<file path="src/rtl/ram_arb_pkg.sv">
// Shared constants and FSM state encoding for the RAM access arbiter.
package ram_arb_pkg;
  localparam int unsigned ADDR_W_DEF = 4;
  localparam int unsigned DATA_W_DEF = 8;

  localparam logic PORT0 = 1'b0;
  localparam logic PORT1 = 1'b1;

  typedef enum logic [1:0] {
    IDLE    = 2'd0,
    ISSUE   = 2'd1,
    CAPTURE = 2'd2
  } state_t;
endpackage

</file>
<file path="src/rtl/rr_arbiter_2.sv">
// Two-way round-robin arbiter: one-hot grant to the requester that did not win last.
module rr_arbiter_2
  import ram_arb_pkg::*;
(
  input  logic [1:0] valid,
  input  logic       last_grant,
  output logic [1:0] grant
);
  always_comb begin
    grant = '0;
    case (valid)
      2'b01:   grant = 2'b01;
      2'b10:   grant = 2'b10;
      2'b11:   grant = (last_grant == PORT1) ? 2'b01 : 2'b10;
      default: grant = '0;
    endcase
  end
endmodule

</file>
<file path="src/rtl/ram_access_arbiter.sv">
// Round-robin sharing of one single-clock RAM between two requesters.
// Optional RAM_ARB_PERF_EN adds saturating per-port grant counters.
module ram_access_arbiter
  import ram_arb_pkg::*;
#(
  parameter int unsigned ADDR_W = ADDR_W_DEF,
  parameter int unsigned DATA_W = DATA_W_DEF
) (
  input  logic              clock,
  input  logic              reset,
  input  logic [1:0]        req_valid,
  input  logic [1:0]        req_we,
  input  logic [ADDR_W-1:0] req_addr0,
  input  logic [ADDR_W-1:0] req_addr1,
  input  logic [DATA_W-1:0] req_wdata0,
  input  logic [DATA_W-1:0] req_wdata1,
  output logic [1:0]        req_ready,
  output logic [1:0]        rsp_valid,
  output logic [DATA_W-1:0] rsp_rdata,
  output logic              ram_read,
  output logic              ram_write,
  output logic [ADDR_W-1:0] ram_read_addr,
  output logic [ADDR_W-1:0] ram_write_addr,
  output logic [DATA_W-1:0] ram_write_data,
  input  logic [DATA_W-1:0] ram_read_data
`ifdef RAM_ARB_PERF_EN
  ,
  output logic [15:0]       grant_cnt0,
  output logic [15:0]       grant_cnt1
`endif
);
  state_t              state, state_nxt;
  logic                last_grant;
  logic [1:0]          grant;
  logic                accept;
  logic                acc_port;
  logic                lat_port;
  logic                lat_we;
  logic [ADDR_W-1:0]   lat_addr;
  logic [DATA_W-1:0]   lat_wdata;

  rr_arbiter_2 u_rr (
    .valid      (req_valid),
    .last_grant (last_grant),
    .grant      (grant)
  );

  assign accept   = (state == IDLE) && (|grant);
  assign acc_port = grant[1];

  always_ff @(posedge clock) begin
    if (reset) begin
      state      <= IDLE;
      last_grant <= PORT1;
      lat_port   <= PORT0;
      lat_we     <= 1'b0;
      lat_addr   <= '0;
      lat_wdata  <= '0;
    end else begin
      state <= state_nxt;
      if (accept) begin
        last_grant <= acc_port;
        lat_port   <= acc_port;
        lat_we     <= acc_port ? req_we[1]  : req_we[0];
        lat_addr   <= acc_port ? req_addr1  : req_addr0;
        lat_wdata  <= acc_port ? req_wdata1 : req_wdata0;
      end
    end
  end

  always_comb begin
    state_nxt      = state;
    req_ready      = '0;
    rsp_valid      = '0;
    rsp_rdata      = '0;
    ram_read       = 1'b0;
    ram_write      = 1'b0;
    ram_read_addr  = '0;
    ram_write_addr = '0;
    ram_write_data = '0;
    case (state)
      IDLE: begin
        req_ready = grant;
        if (|grant) state_nxt = ISSUE;
      end
      ISSUE: begin
        if (lat_we) begin
          ram_write      = 1'b1;
          ram_write_addr = lat_addr;
          ram_write_data = lat_wdata;
          state_nxt      = IDLE;
        end else begin
          ram_read      = 1'b1;
          ram_read_addr = lat_addr;
          state_nxt     = CAPTURE;
        end
      end
      CAPTURE: begin
        rsp_valid[lat_port] = 1'b1;
        rsp_rdata           = ram_read_data;
        state_nxt           = IDLE;
      end
      default: state_nxt = IDLE;
    endcase
    // Outputs are forced low while reset is held so an interrupted response never pulses.
    if (reset) begin
      req_ready      = '0;
      rsp_valid      = '0;
      rsp_rdata      = '0;
      ram_read       = 1'b0;
      ram_write      = 1'b0;
      ram_read_addr  = '0;
      ram_write_addr = '0;
      ram_write_data = '0;
    end
  end

`ifdef RAM_ARB_PERF_EN
  always_ff @(posedge clock) begin
    if (reset) begin
      grant_cnt0 <= '0;
      grant_cnt1 <= '0;
    end else if (accept) begin
      if (!acc_port && grant_cnt0 != '1) grant_cnt0 <= grant_cnt0 + 16'd1;
      if (acc_port && grant_cnt1 != '1)  grant_cnt1 <= grant_cnt1 + 16'd1;
    end
  end
`endif
endmodule
</file>
<file path="config.mk">
export PLATFORM = sky130hd
export DESIGN_NAME = ram_access_arbiter
export DESIGN_NICKNAME = d
export VERILOG_FILES = /design/src/rtl/ram_arb_pkg.sv /design/src/rtl/rr_arbiter_2.sv /design/src/rtl/ram_access_arbiter.sv
export SDC_FILE = /design/constraint.sdc
export NUM_CORES = 1
export LEC_CHECK = 0
export BUFFER_PORTS_ARGS = -buffer_cell sky130_fd_sc_hd__buf_2
export CAP_MARGIN = 20
export CORE_UTILIZATION = 46
export DETAILED_ROUTE_END_ITERATION = 8
export HOLD_SLACK_MARGIN = 0.08
export PLACE_DENSITY = 0.84
export REMOVE_ABC_BUFFERS = 1
export SYNTH_ARGS = -nofsm -noshare
export SYNTH_HDL_FRONTEND = slang
export SYNTH_SLANG_ARGS = --single-unit
</file>
<file path="constraint.sdc">
create_clock -name clock -period 2.2 [get_ports clock]
set_input_delay 0.11 -clock clock [delete_from_list [all_inputs] [get_ports clock]]
set_output_delay 0.11 -clock clock [all_outputs]
set_load 0.02 [all_outputs]
</file>
Word-level counts from Yosys, hierarchy flattened
Index checks and enable logic that the tools add are counted.
- word-level logic and storage cells: 49
- bits in registers: 17
- output and inout bits: 30
- equality and inequality tests: 6
- reduce and logical (&&, ||, !) cells: 4
- muxes and demuxes: 31
- order comparisons: 2
- operator list (operator ; number):
    $mux W8 ; 6
    $mux W4 ; 7
    $mux W2 ; 7
    $mux W1 ; 8
    $eq A2 B2 Y1 const B ; 3
    $pmux W2 S3 ; 1
    $eq A2 B1 Y1 const B ; 2
    $pmux W2 S2 ; 1
    $logic_and A1 B1 Y1 ; 2
    $logic_not A2 Y1 ; 1
    $lt A1 B2 Y1 const B ; 1
    $ne A2 B1 Y1 const B ; 1
    $reduce_or A2 Y1 ; 1
    $demux W1 S1 ; 1
    $ge A1 B1 Y1 const B ; 1

Longest topological paths before layout
Gate-level depths: netlist (run 1).
- depth after elaboration: 6
- gate-level depth with buffers: 5
- mapped depth without buffers: 3

Hierarchy
From an unflattened synthesis (run 1), not the netlist that was laid out.
- cell total of the unflattened synthesis: 108
- area, all modules: 1024.7 um2
- by module, submodules not included (module ; seq. area each (um2) ; cells an instance ; area each (um2) ; times used):
    ram_access_arbiter ; 340.3 ; 105 ; 1006.0 ; 1
    rr_arbiter_2 ; 0.0 ; 3 ; 18.8 ; 1

Worst setup path before layout (run 1)
No wires, ideal clock.
- path kind: register to output
- start point: register state[1]
- end point: output port req_ready[0]
- data required time: 2.090 ns
- arrival: 1.513 ns
- setup slack: 0.577 ns
- stages on the path, launching flop included: 4
- path through: dfxtp_1 -> or2_4 -> buf_6 -> nor4b_1
- cells in the longest elaborated chain, start to end: 3
- ends and longest elaborated chain (what ; line ; source):
    start: declaration ; ram_access_arbiter.sv:32 ; state_t state, state_nxt;
    start signal: assignment ; ram_access_arbiter.sv:60 ; state <= state_nxt;
    $logic_not A2 Y1 ; ram_access_arbiter.sv:81 ; case (state)
    $mux W2 ; ram_access_arbiter.sv:81 ;
    $mux W2 ; ram_access_arbiter.sv:106 ; if (reset) begin
    end: declaration ; ram_access_arbiter.sv:17 ; output logic [1:0] req_ready,
Every way passes these cells.

Worst setup path after layout (run 1)
Ends and elaborated chain as after synthesis.

==> results.py, run 1 <==
metrics = {
    "run_status": {
        "status": "finished clean",
    },
    "setup_path": {
        "reg2reg_from": "state[1]$_SDFFE_PP0P_",
        "end_kind": "output port",
        "critPathKind": "flip-flop to output port",
        "crit_buf_inv": 1,
        "crit_cells": 3,
        "crit_family": "simple AND/OR/NAND/NOR gates",
        "start_kind": "flip-flop",
        "crit_required_ps": 2090,
        "reg2regPathDepth": 3,
        "cp_cell_sequence": "or2_4 > nor4b_1 > buf_2",
        "crit_path_top_delay_cell": "or2_4",
        "slowest_delay_ps": 420,
        "worstPathMaxFanout": 30,
        "critPathLaunch": "state[1]$_SDFFE_PP0P_",
        "worst-r2r-setup-slack_ps": 750,
        "worst_ep_arrival_time_ps": 1590,
        "rr_endpoint": "lat_wdata[0]$_SDFFE_PP0P_",
        "critPathCapture": "req_ready[0]",
    },
    "global_route": {
        "grt_usage_pct": 24.42,
        "grt_overflow": 0,
        "first_global_vias": 1131,
        "grt_start_max_net_pins": 31,
        "grt_pass1_wl_um": 4912,
        "grt_antenna_before_repair": 0,
    },
    "detailed_routing": {
        "final_antenna_net_count": 0,
        "drc": 0,
        "totalWireLength_um": 2991,
        "post_drt_via_cell_ratio": 5.642,
        "drt_first_pass_iters": 4,
        "wire_per_inst_um": 14.11,
        "num_vias": 1196,
        "drt_iter0_drc": 15,
    },
    "synthesis": {
        "ys_seq_area_share_pct": 29.34,
        "syn_area_per_cell_sq_um": 9.279,
        "synth_seq_cells": 17,
        "yosys_warnings": 0,
        "synth_cells": 125,
        "yosys.cell_types.count": 24,
        "synth.cell_area_sq_um": 1160,
    },
    "layout": {
        "nNetsFinal": 223,
        "final_cells": 212,
        "drive_gt1_share_pct": 49.46,
        "final_cell_mix": "buf_2 (67), and2_1 (25), dfxtp_1 (17)",
        "final_common_cell": "buf_2",
        "num_antenna_cells": 0,
        "fin_util_pct": 63.51,
        "areaGrowthSynthToFinish_pct": 25.78,
    },
    "timing": {
        "slew_viol_final": 0,
        "finalCritPeriodShare_pct": 77.32,
        "finalHoldViolCount": 0,
        "grt_setup_unrepaired": "false",
        "setup_violations": 0,
        "max_clock_freq_mhz": 587.9,
        "worst_pin_slew_ps": 663.3,
        "setup_tns_ps": 0,
        "fin_skew_ps": 0.7208,
        "fin_ws_ps": 498.9,
        "max_slew_margin_pct": 55.73,
        "min_period_ps": 1701,
    },
    "die": {
        "start_util_pct": 50.49,
        "fp.dieW_um": 52.22,
        "fp.dieH_um": 52.22,
        "dieArea_sq_um": 2726,
        "placementRows": 17,
        "ios": 68,
        "fp.coreArea_sq_um": 2297,
    },
    "power_and_ir_drop": {
        "vdd_drop_max_v": 0.0003410,
        "power_uw": 763.2,
        "p_leak_uw": 0.0006813,
        "power_per_cell_area_nw_per_um2": 523.1,
    },
    "clock_network": {
        "cts_tree": "built",
        "cts_setup_buffers": 0,
        "clk_pin_slew_ps": 100,
        "insertion_delay_ps": 290,
        "hold_buffers": 0,
        "ctsHtreeMaxLevel": 1,
        "cts_inserted_buffers": 3,
        "clkSinkCount": 17,
        "max-clock-path-buffers": 2,
        "clock-root-buffer": "clkbuf_4",
        "cts_resized": 0,
    },
    "placement": {
        "dp.cells": 208,
        "dp_slack_ps": 774.7,
        "portBuffers": 67,
        "gp_congestion": 0.7142,
        "hpwl_um": 2071,
    },
    "flow_run": {
        "drv_cap": 0,
    },
    "hold_path": {
        "holdCritStartpoint": "req_addr1[1]",
        "min_path_type": "primary input to flip-flop",
    },
}
[per-stage QoR]
step	area (sq um)	hold WS (ps)
global placement	1433	400.8
detailed placement	1433	410.6
floorplan	1062	181.0
global route	1459	151.2
CTS	1459	98.12
finish	1459	100.8
[sequential cells by signal (all words and copies together), names as in the netlist]
register	cells
lat_wdata	8
lat_addr	4
last_grant	1
state	2
lat_port	1
lat_we	1
[kinds of logic (layout without fill, tap and decap cells)]
kind of cell           Yosys count  count (layout)  synth area share, %
AND/OR/NAND/NOR                 79              79                54.26
AO/OA/AOI/OAI                   17              17                7.983
flip-flops                      17              17                29.34
buffers and inverters           12              71                8.413
[synthesized netlist by cell type]
cell / count / area share [%]
or2_4: 1 / 0.76
nor2_2: 1 / 0.54
and4bb_2: 1 / 1.1
buf_1: 1 / 0.32
nor2b_1: 1 / 0.54
nor4_2: 1 / 1.1
buf_6: 6 / 5.8
nor4b_2: 14 / 18
buf_2: 3 / 1.3
and2b_2: 1 / 0.76
dfxtp_1: 17 / 29
buf_4: 1 / 0.65
a21oi_1: 15 / 6.5
nor3_1: 15 / 6.5
clkbuf_1: 1 / 0.32
and2_1: 25 / 13
nor4_1: 12 / 6.5
and3_1: 1 / 0.54
nor4b_1: 2 / 1.5
o21bai_1: 1 / 0.65
nor3b_1: 2 / 1.3
a21bo_2: 1 / 0.86
nor3b_2: 1 / 1.1
or2_1: 1 / 0.54
[cell type report]
class	instances	area, sq um
sequential	17	340.3
multi-input combinational	96	721.9
fill	199	838.3
timing repair buffer	67	335.3
clock buffer	4	26.28
tap	28	35.03
[report_power, final]
group / switching (uW) / total (uW) / internal [uW]
logic: 126 / 224 / 97.3
clock network: 102 / 173 / 70.5
registers: 23.5 / 367 / 343
[worst register-to-register path: stages (launching register included)]
cell	delay, ps
dfxtp_1	380
nor2_2	550
a21oi_1	140
nor4_1	300
[routing by layer]
layer / GRT usage [%] / vias to the layer above / wire [um]
met5: 0 / - / 0
met3: 4.348 / 2 / 199
met1: 28.06 / 556 / 1230
met2: 45.73 / 54 / 1548
met4: 6.579 / 0 / 13
li1: - / 584 / -
[worst min-delay path by stage]
| stage | endpoint | slack (ps) | cells past startpoint |
|---|---|---|---|
| 6_report | lat_addr[1]$_SDFFE_PP0P_ | 100 | 3 |
| 5_1_grt | last_grant$_SDFFE_PP1P_ | 150 | 3 |
| 3_5_place_dp | lat_addr[1]$_SDFFE_PP0P_ | 410 | 3 |
| 2_1_floorplan | lat_addr[1]$_SDFFE_PP0P_ | 180 | 1 |
| 4_1_cts | lat_addr[1]$_SDFFE_PP0P_ | 100 | 3 |
| 3_3_place_gp | lat_addr[1]$_SDFFE_PP0P_ | 400 | 3 |
Note: power is estimated with default switching activity, not from simulation.
==> inputs of run 2 (changes only) <==
--- a/config.mk
+++ b/config.mk
@@ -5,12 +5,13 @@
 export SDC_FILE = /design/constraint.sdc
 export NUM_CORES = 1
 export LEC_CHECK = 0
+export ABC_AREA = 1
 export BUFFER_PORTS_ARGS = -buffer_cell sky130_fd_sc_hd__buf_2
 export CAP_MARGIN = 20
-export CORE_UTILIZATION = 46
+export CORE_UTILIZATION = 41
 export DETAILED_ROUTE_END_ITERATION = 8
 export HOLD_SLACK_MARGIN = 0.08
-export PLACE_DENSITY = 0.84
+export PLACE_DENSITY = 0.79
 export REMOVE_ABC_BUFFERS = 1
 export SYNTH_ARGS = -nofsm -noshare
 export SYNTH_HDL_FRONTEND = slang
==> constraint.sdc (replaced) <==
create_clock -name clock -period 1.6 [get_ports clock]
set_input_delay 0.08 -clock clock [delete_from_list [all_inputs] [get_ports clock]]
set_output_delay 0.08 -clock clock [all_outputs]
set_load 0.02 [all_outputs]
==> run 2 against run 1 <==
  * The flow now finishes with violations (setup timing)
  * Cell count up 40%
  * Clock skew is 5.3 ps higher
  * Register-to-register slack worse by 380 ps
  * Core utilization increased by 9.1 points
  * Sequential cell count stayed put
  * Sequential share of layout area is 2.7 points lower
  * Synthesized area decreased by 13%
  * Sequential power is 34% higher
  * First-iteration DRC count increased by 73%
  * Routed wire length is 4.6% higher
  * Critical path depth increased by 3
  * Combinational power is 64% higher
  * Critical path type unchanged
  * Highest routed layer unchanged
==> results.py, run 2 <==
metrics = {
    "power_and_ir_drop": {
        "power_per_cell_area_nw_per_um2": 665.4,
        "power_uw": 1100,
        "p_leak_uw": 0.0009584,
        "vdd_drop_max_v": 0.0004666,
    },
    "clock_network": {
        "ctsHtreeMaxLevel": 1,
        "cts_tree": "built",
        "clkSinkCount": 17,
        "cts_inserted_buffers": 3,
        "clock-root-buffer": "clkbuf_4",
        "max-clock-path-buffers": 2,
        "insertion_delay_ps": 300,
        "clk_pin_slew_ps": 100,
    },
    "layout": {
        "drive_gt1_share_pct": 33.96,
        "reg_top3": "lat_wdata (8), lat_addr (4), state (2)",
        "num_antenna_cells": 0,
        "final_cell_mix": "nor2_1 (68), buf_2 (67), nand2_1 (30)",
        "nNetsFinal": 307,
        "final_cells": 296,
        "final_common_cell": "nor2_1",
        "fin_util_pct": 72.62,
        "top_register": "lat_wdata",
        "largest_reg_flops": 8,
        "areaGrowthSynthToFinish_pct": 63.49,
    },
    "die": {
        "fp.coreArea_sq_um": 2276,
        "ios": 68,
        "placementRows": 17,
        "dieArea_sq_um": 2668,
        "start_util_pct": 44.42,
        "fp.dieW_um": 51.66,
        "fp.dieH_um": 51.66,
    },
    "timing": {
        "finalCritPeriodShare_pct": 101.2,
        "setup_tns_ps": -19.78,
        "max_slew_margin_pct": 78.64,
        "finalHoldViolCount": 0,
        "max_clock_freq_mhz": 617.4,
        "min_period_ps": 1620,
        "fin_skew_ps": 5.973,
        "setup_violations": 1,
        "slew_viol_final": 0,
        "fin_ws_ps": -19.78,
        "worst_pin_slew_ps": 320.4,
    },
    "synthesis": {
        "yosys.cell_types.count": 11,
        "synth_edf_count": 0,
        "synth_top_area_cell": "dfxtp_1",
        "synth_seq_cells": 17,
        "synth_cells": 176,
        "synth_common_cells": "nor2_1 (69), nand2_1 (31), inv_1 (30)",
        "ys.flop_type": "dfxtp_1",
        "synth_most_common_cell": "nor2_1",
        "async_reset_ff_share_pct": 0,
        "netlist_top_cells_area": "dfxtp_1 (34%), nor2_1 (26%), nand2_1 (12%)",
        "ys_seq_area_share_pct": 33.66,
        "synth.cell_area_sq_um": 1011,
        "synth_top_area_share_pct": 33.66,
        "yosys_warnings": 0,
        "syn_area_per_cell_sq_um": 5.744,
    },
    "hold_path": {
        "min_path_type": "primary input to flip-flop",
        "min_path_cells": 5,
    },
    "setup_path": {
        "crit_required_ps": 1520,
        "critPathKind": "flip-flop to output port",
        "reg2regPathDepth": 5,
        "worst_ep_arrival_time_ps": 1540,
        "worstPathMaxFanout": 9,
        "start_kind": "flip-flop",
        "end_kind": "output port",
    },
    "global_route": {
        "grt_usage_pct": 24.23,
        "grt_antenna_before_repair": 0,
        "grt_start_max_net_pins": 30,
        "first_global_vias": 1178,
        "grt_overflow": 0,
        "grt_pass1_wl_um": 4726,
    },
    "detailed_routing": {
        "drt_first_pass_iters": 4,
        "totalWireLength_um": 3129,
        "drt_iter0_drc": 26,
        "post_drt_via_cell_ratio": 4.578,
        "drc": 0,
        "final_antenna_net_count": 0,
        "wire_per_inst_um": 10.57,
        "num_vias": 1355,
    },
    "run_status": {
        "violations": "setup timing",
        "status": "finished with violations",
    },
    "flow_run": {
        "drv_cap": 0,
    },
    "placement": {
        "hpwl_um": 1814,
        "dp.cells": 267,
        "gp_congestion": 0.7491,
        "portBuffers": 67,
    },
}
-- run 2: area by class of cell --
type | count | area (sq um)
inverters | 30 | 112.6
well taps | 28 | 35.03
repair buffers | 96 | 610.6
flip-flops and latches | 17 | 340.3
clock buffers | 4 | 26.28
multi-input cells | 121 | 528.0
fillers | 213 | 623.1
-- run 2: worst max-delay path: stages (launching register included) --
cell and delay [ps]:
dfxtp_1 360, inv_1 80, nor2_2 150, nand3_2 120
buf_4 190, nor2_1 140, buf_2 200
-- run 2: kinds of logic (layout without fill, tap and decap cells) --
kind of cell	Yosys count	after routing	synth area share (%)
AOI/OAI and AO/OA	15	15	10.03
DFF	17	17	33.66
and+or+nand+nor	106	106	40.22
buffers and inverters	38	130	16.09
-- run 2: final timing paths --
path	from	endpoint	slack (ps)
worst max register to register	last_grant$_SDFFE_PP1P_	lat_addr[1]$_SDFFE_PP0P_	370
worst min register to register	last_grant$_SDFFE_PP1P_	last_grant$_SDFFE_PP1P_	490
worst min-delay path	req_wdata0[5]	lat_wdata[5]$_SDFFE_PP0P_	80
worst max-delay path	state[0]$_SDFFE_PP0P_	ram_write_data[0]	-20
-- run 2: through the flow --
stage / hold slack, ps / cell area, sq um / setup slack, ps
2_1_floorplan: 149.1 / 960.9 / 226.2
6_report: 79.68 / 1653 / -19.78
5_1_grt: 108.5 / 1653 / -83.78
4_1_cts: 82.91 / 1618 / 4.290
3_5_place_dp: 306.8 / 1361 / 361.3
3_3_place_gp: 303.9 / 1361 / 365.6
-- run 2: metal layers --
metal  wire length, um  vias to the layer above  GRT usage, %
met5                 0                        -             0
met4                65                        0         12.61
met3               233                        7         5.263
met2              1554                       64         45.24
met1              1276                      589         24.91
li1                  -                      695             -
-- run 2: power breakdown --
group	switching (uW)	total (uW)	internal, uW
Sequential	17.3	490	472
Combinational	211	367	155
Clock	146	243	97.4
Total	375	1100	725
-- run 2: repair_timing --
| action | 4_1_cts | 5_1_grt |
|---|---|---|
| hold buffers | 23 | 0 |
| hold endpoints to repair | 14 | 0 |
| resized for setup | 0 | 7 |
| endpoints found under the setup margin | 0 | 22 |
| buffers inserted | 0 | 2 |
==> inputs of run 3 (changes only) <==
--- a/config.mk
+++ b/config.mk
@@ -8,6 +8,8 @@
 export ABC_AREA = 1
 export BUFFER_PORTS_ARGS = -buffer_cell sky130_fd_sc_hd__buf_2
 export CAP_MARGIN = 20
+export CORE_ASPECT_RATIO = 1.75
+export CORE_MARGIN = 2
 export CORE_UTILIZATION = 41
 export DETAILED_ROUTE_END_ITERATION = 8
 export HOLD_SLACK_MARGIN = 0.08
==> run 3 against run 2 <==
  * The run now ends clean
  * Clock power increased by 39%
  * Cell area is 5.7% lower
  * Worst hold slack gained 37 ps
  * Global-route usage fell by 5.2 points
  * First-iteration DRC count shrank 81%
  * Sequential power about the same
  * Fmax grew 7.3%
  * Non-clock buffer count decreased by 10
  * Critical path type is now primary input to output port
  * Highest routed layer unchanged
==> results.py, run 3 (synthesis gave the netlist of run 2 again) <==
metrics = {
    "run_status": {
        "status": "finished clean",
    },
    "setup_path": {
        "crit_buf_inv": 4,
        "crit_required_ps": 1520,
        "crit_path_top_delay_cell": "dlygate4sd3_1",
        "critPathKind": "primary input to output port",
        "cpMostUsedCell": "buf_2",
        "crit_family": "buffers and inverters",
        "worst_ep_arrival_time_ps": 1430,
        "worstPathMaxFanout": 6,
        "end_kind": "output port",
        "slowest_delay_ps": 530,
        "cp_cell_sequence": "dlygate4sd3_1 > buf_2 > inv_1 > nand3_1 > nor2_1 > buf_2",
        "start_kind": "primary input",
    },
    "power_and_ir_drop": {
        "p_sw_share_pct": 32.41,
        "internal_power_uw": 790.7,
        "p_comb_share_pct": 29.3,
        "p_seq_share_pct": 41.8,
        "power_uw": 1170,
        "p_leak_uw": 0.0009238,
        "switchingPower_uw": 379.2,
        "power_per_cell_area_nw_per_um2": 750.4,
        "clockPowerShare_pct": 28.9,
        "vdd_drop_max_v": 0.0005443,
    },
    "global_route": {
        "first_global_vias": 1103,
        "grt_usage_pct": 19.03,
        "grt_antenna_before_repair": 0,
        "grt_pass1_wl_um": 4312,
        "grt_start_max_net_pins": 22,
        "grt_overflow": 0,
    },
    "timing": {
        "max_clock_freq_mhz": 662.3,
        "worst_pin_slew_ps": 272.1,
        "grt_setup_unrepaired": "false",
        "slew_viol_final": 0,
        "finalCritPeriodShare_pct": 94.36,
        "fin_ws_ps": 90.20,
        "finalHoldViolCount": 0,
        "max_slew_margin_pct": 81.81,
        "setup_violations": 0,
        "setup_tns_ps": 0,
        "fin_skew_ps": 1.198,
        "min_period_ps": 1510,
    },
    "die": {
        "ios": 68,
        "fp.dieH_um": 69.69,
        "dieArea_sq_um": 2895,
        "fp.dieW_um": 41.54,
        "start_util_pct": 43.91,
        "placementRows": 23,
        "fp.coreArea_sq_um": 2302,
    },
    "layout": {
        "largest_reg_flops": 8,
        "postLayoutCellArea_sq_um": 1559,
        "nNetsFinal": 297,
        "top_register": "lat_wdata",
        "num_antenna_cells": 0,
        "final_common_cell": "nor2_1",
        "drive_gt1_share_pct": 33.33,
        "areaGrowthSynthToFinish_pct": 54.21,
        "reg_top3": "lat_wdata (8), lat_addr (4), state (2)",
        "final_cell_mix": "nor2_1 (69), buf_2 (67), nand2_1 (31)",
        "final_cells": 283,
    },
    "clock_network": {
        "clock-root-buffer": "clkbuf_8",
        "insertion_delay_ps": 260,
        "ctsHtreeMaxLevel": 1,
        "cts_inserted_buffers": 3,
        "clk_pin_slew_ps": 70,
        "max-clock-path-buffers": 2,
        "cts_tree": "built",
        "clkSinkCount": 17,
    },
    "detailed_routing": {
        "drc": 0,
        "final_antenna_net_count": 0,
        "num_vias": 1271,
        "wire_per_inst_um": 9.777,
        "drt_first_pass_iters": 3,
        "post_drt_via_cell_ratio": 4.491,
        "drt_iter0_drc": 5,
        "totalWireLength_um": 2767,
    },
    "placement": {
        "hpwl_um": 1946,
        "dp.cells": 265,
        "place_area_sq_um": 1365,
        "gp_congestion": 0.7449,
        "dp_slack_ps": 403.2,
        "portBuffers": 67,
    },
    "hold_path": {
        "min_path_type": "primary input to flip-flop",
    },
    "flow_run": {
        "drv_cap": 0,
    },
}
run 3: power groups by stage:
stage               clock network (uW)  registers [uW]  logic, uW
floorplan                            0             495        197
global placement                     0             496        309
detailed placement                   0             498        314
CTS                                347             489        342
global route                       360             492        386
finish                             338             489        343
run 3: layout make-up:
class / instances / area [sq um]
multi-input cells: 121 / 513.0
repair buffers: 86 / 513.0
fillers: 232 / 743.2
clock inverters: 1 / 7.507
well taps: 25 / 31.28
clock buffers: 3 / 41.29
flip-flops and latches: 17 / 340.3
inverters: 30 / 112.6
run 3: per-stage QoR:
step	utilization, %	hold WS, ps
floorplan	-	149.1
global placement	59.29	305.3
detailed placement	59.29	308.8
CTS	67.50	119.6
global route	67.72	146.7
finish	67.72	116.2
run 3: tightest hold or removal path, delay by kind of cell:
family / cells / cell delay, ps
AND/OR/NAND/NOR: 4 / 180
buffers and inverters: 1 / 70
run 3: final timing paths:
| path | startpoint | end | slack (ps) | cells after the start |
|---|---|---|---|---|
| min | req_addr0[0] | lat_addr[0]$_SDFFE_PP0P_ | 120 | 5 |
| min reg2reg | last_grant$_SDFFE_PP1P_ | last_grant$_SDFFE_PP1P_ | 470 | 2 |
| max reg2reg | last_grant$_SDFFE_PP1P_ | lat_addr[0]$_SDFFE_PP0P_ | 420 | 5 |
| max | reset | ram_read_addr[0] | 90 | 6 |
run 3: timing repair:
item | in CTS | in global routing
buffers inserted | 0 | 0
hold buffers | 14 | 0
endpoints found under the setup margin | 0 | 11
endpoints found under the hold margin | 14 | 0
resized for setup | 0 | 2
run 3: per-layer routing:
| layer | track usage [%] | up-vias | part of all wire [%] | routed length [um] |
|---|---|---|---|---|
| li1 | - | 675 | - | - |
| met1 | 16.67 | 534 | 38 | 1056 |
| met2 | 36.46 | 50 | 51 | 1414 |
| met3 | 3.646 | 12 | 6.8 | 187 |
| met4 | 12.90 | 0 | 3.9 | 108 |
| met5 | 0 | - | 0 | 0 |
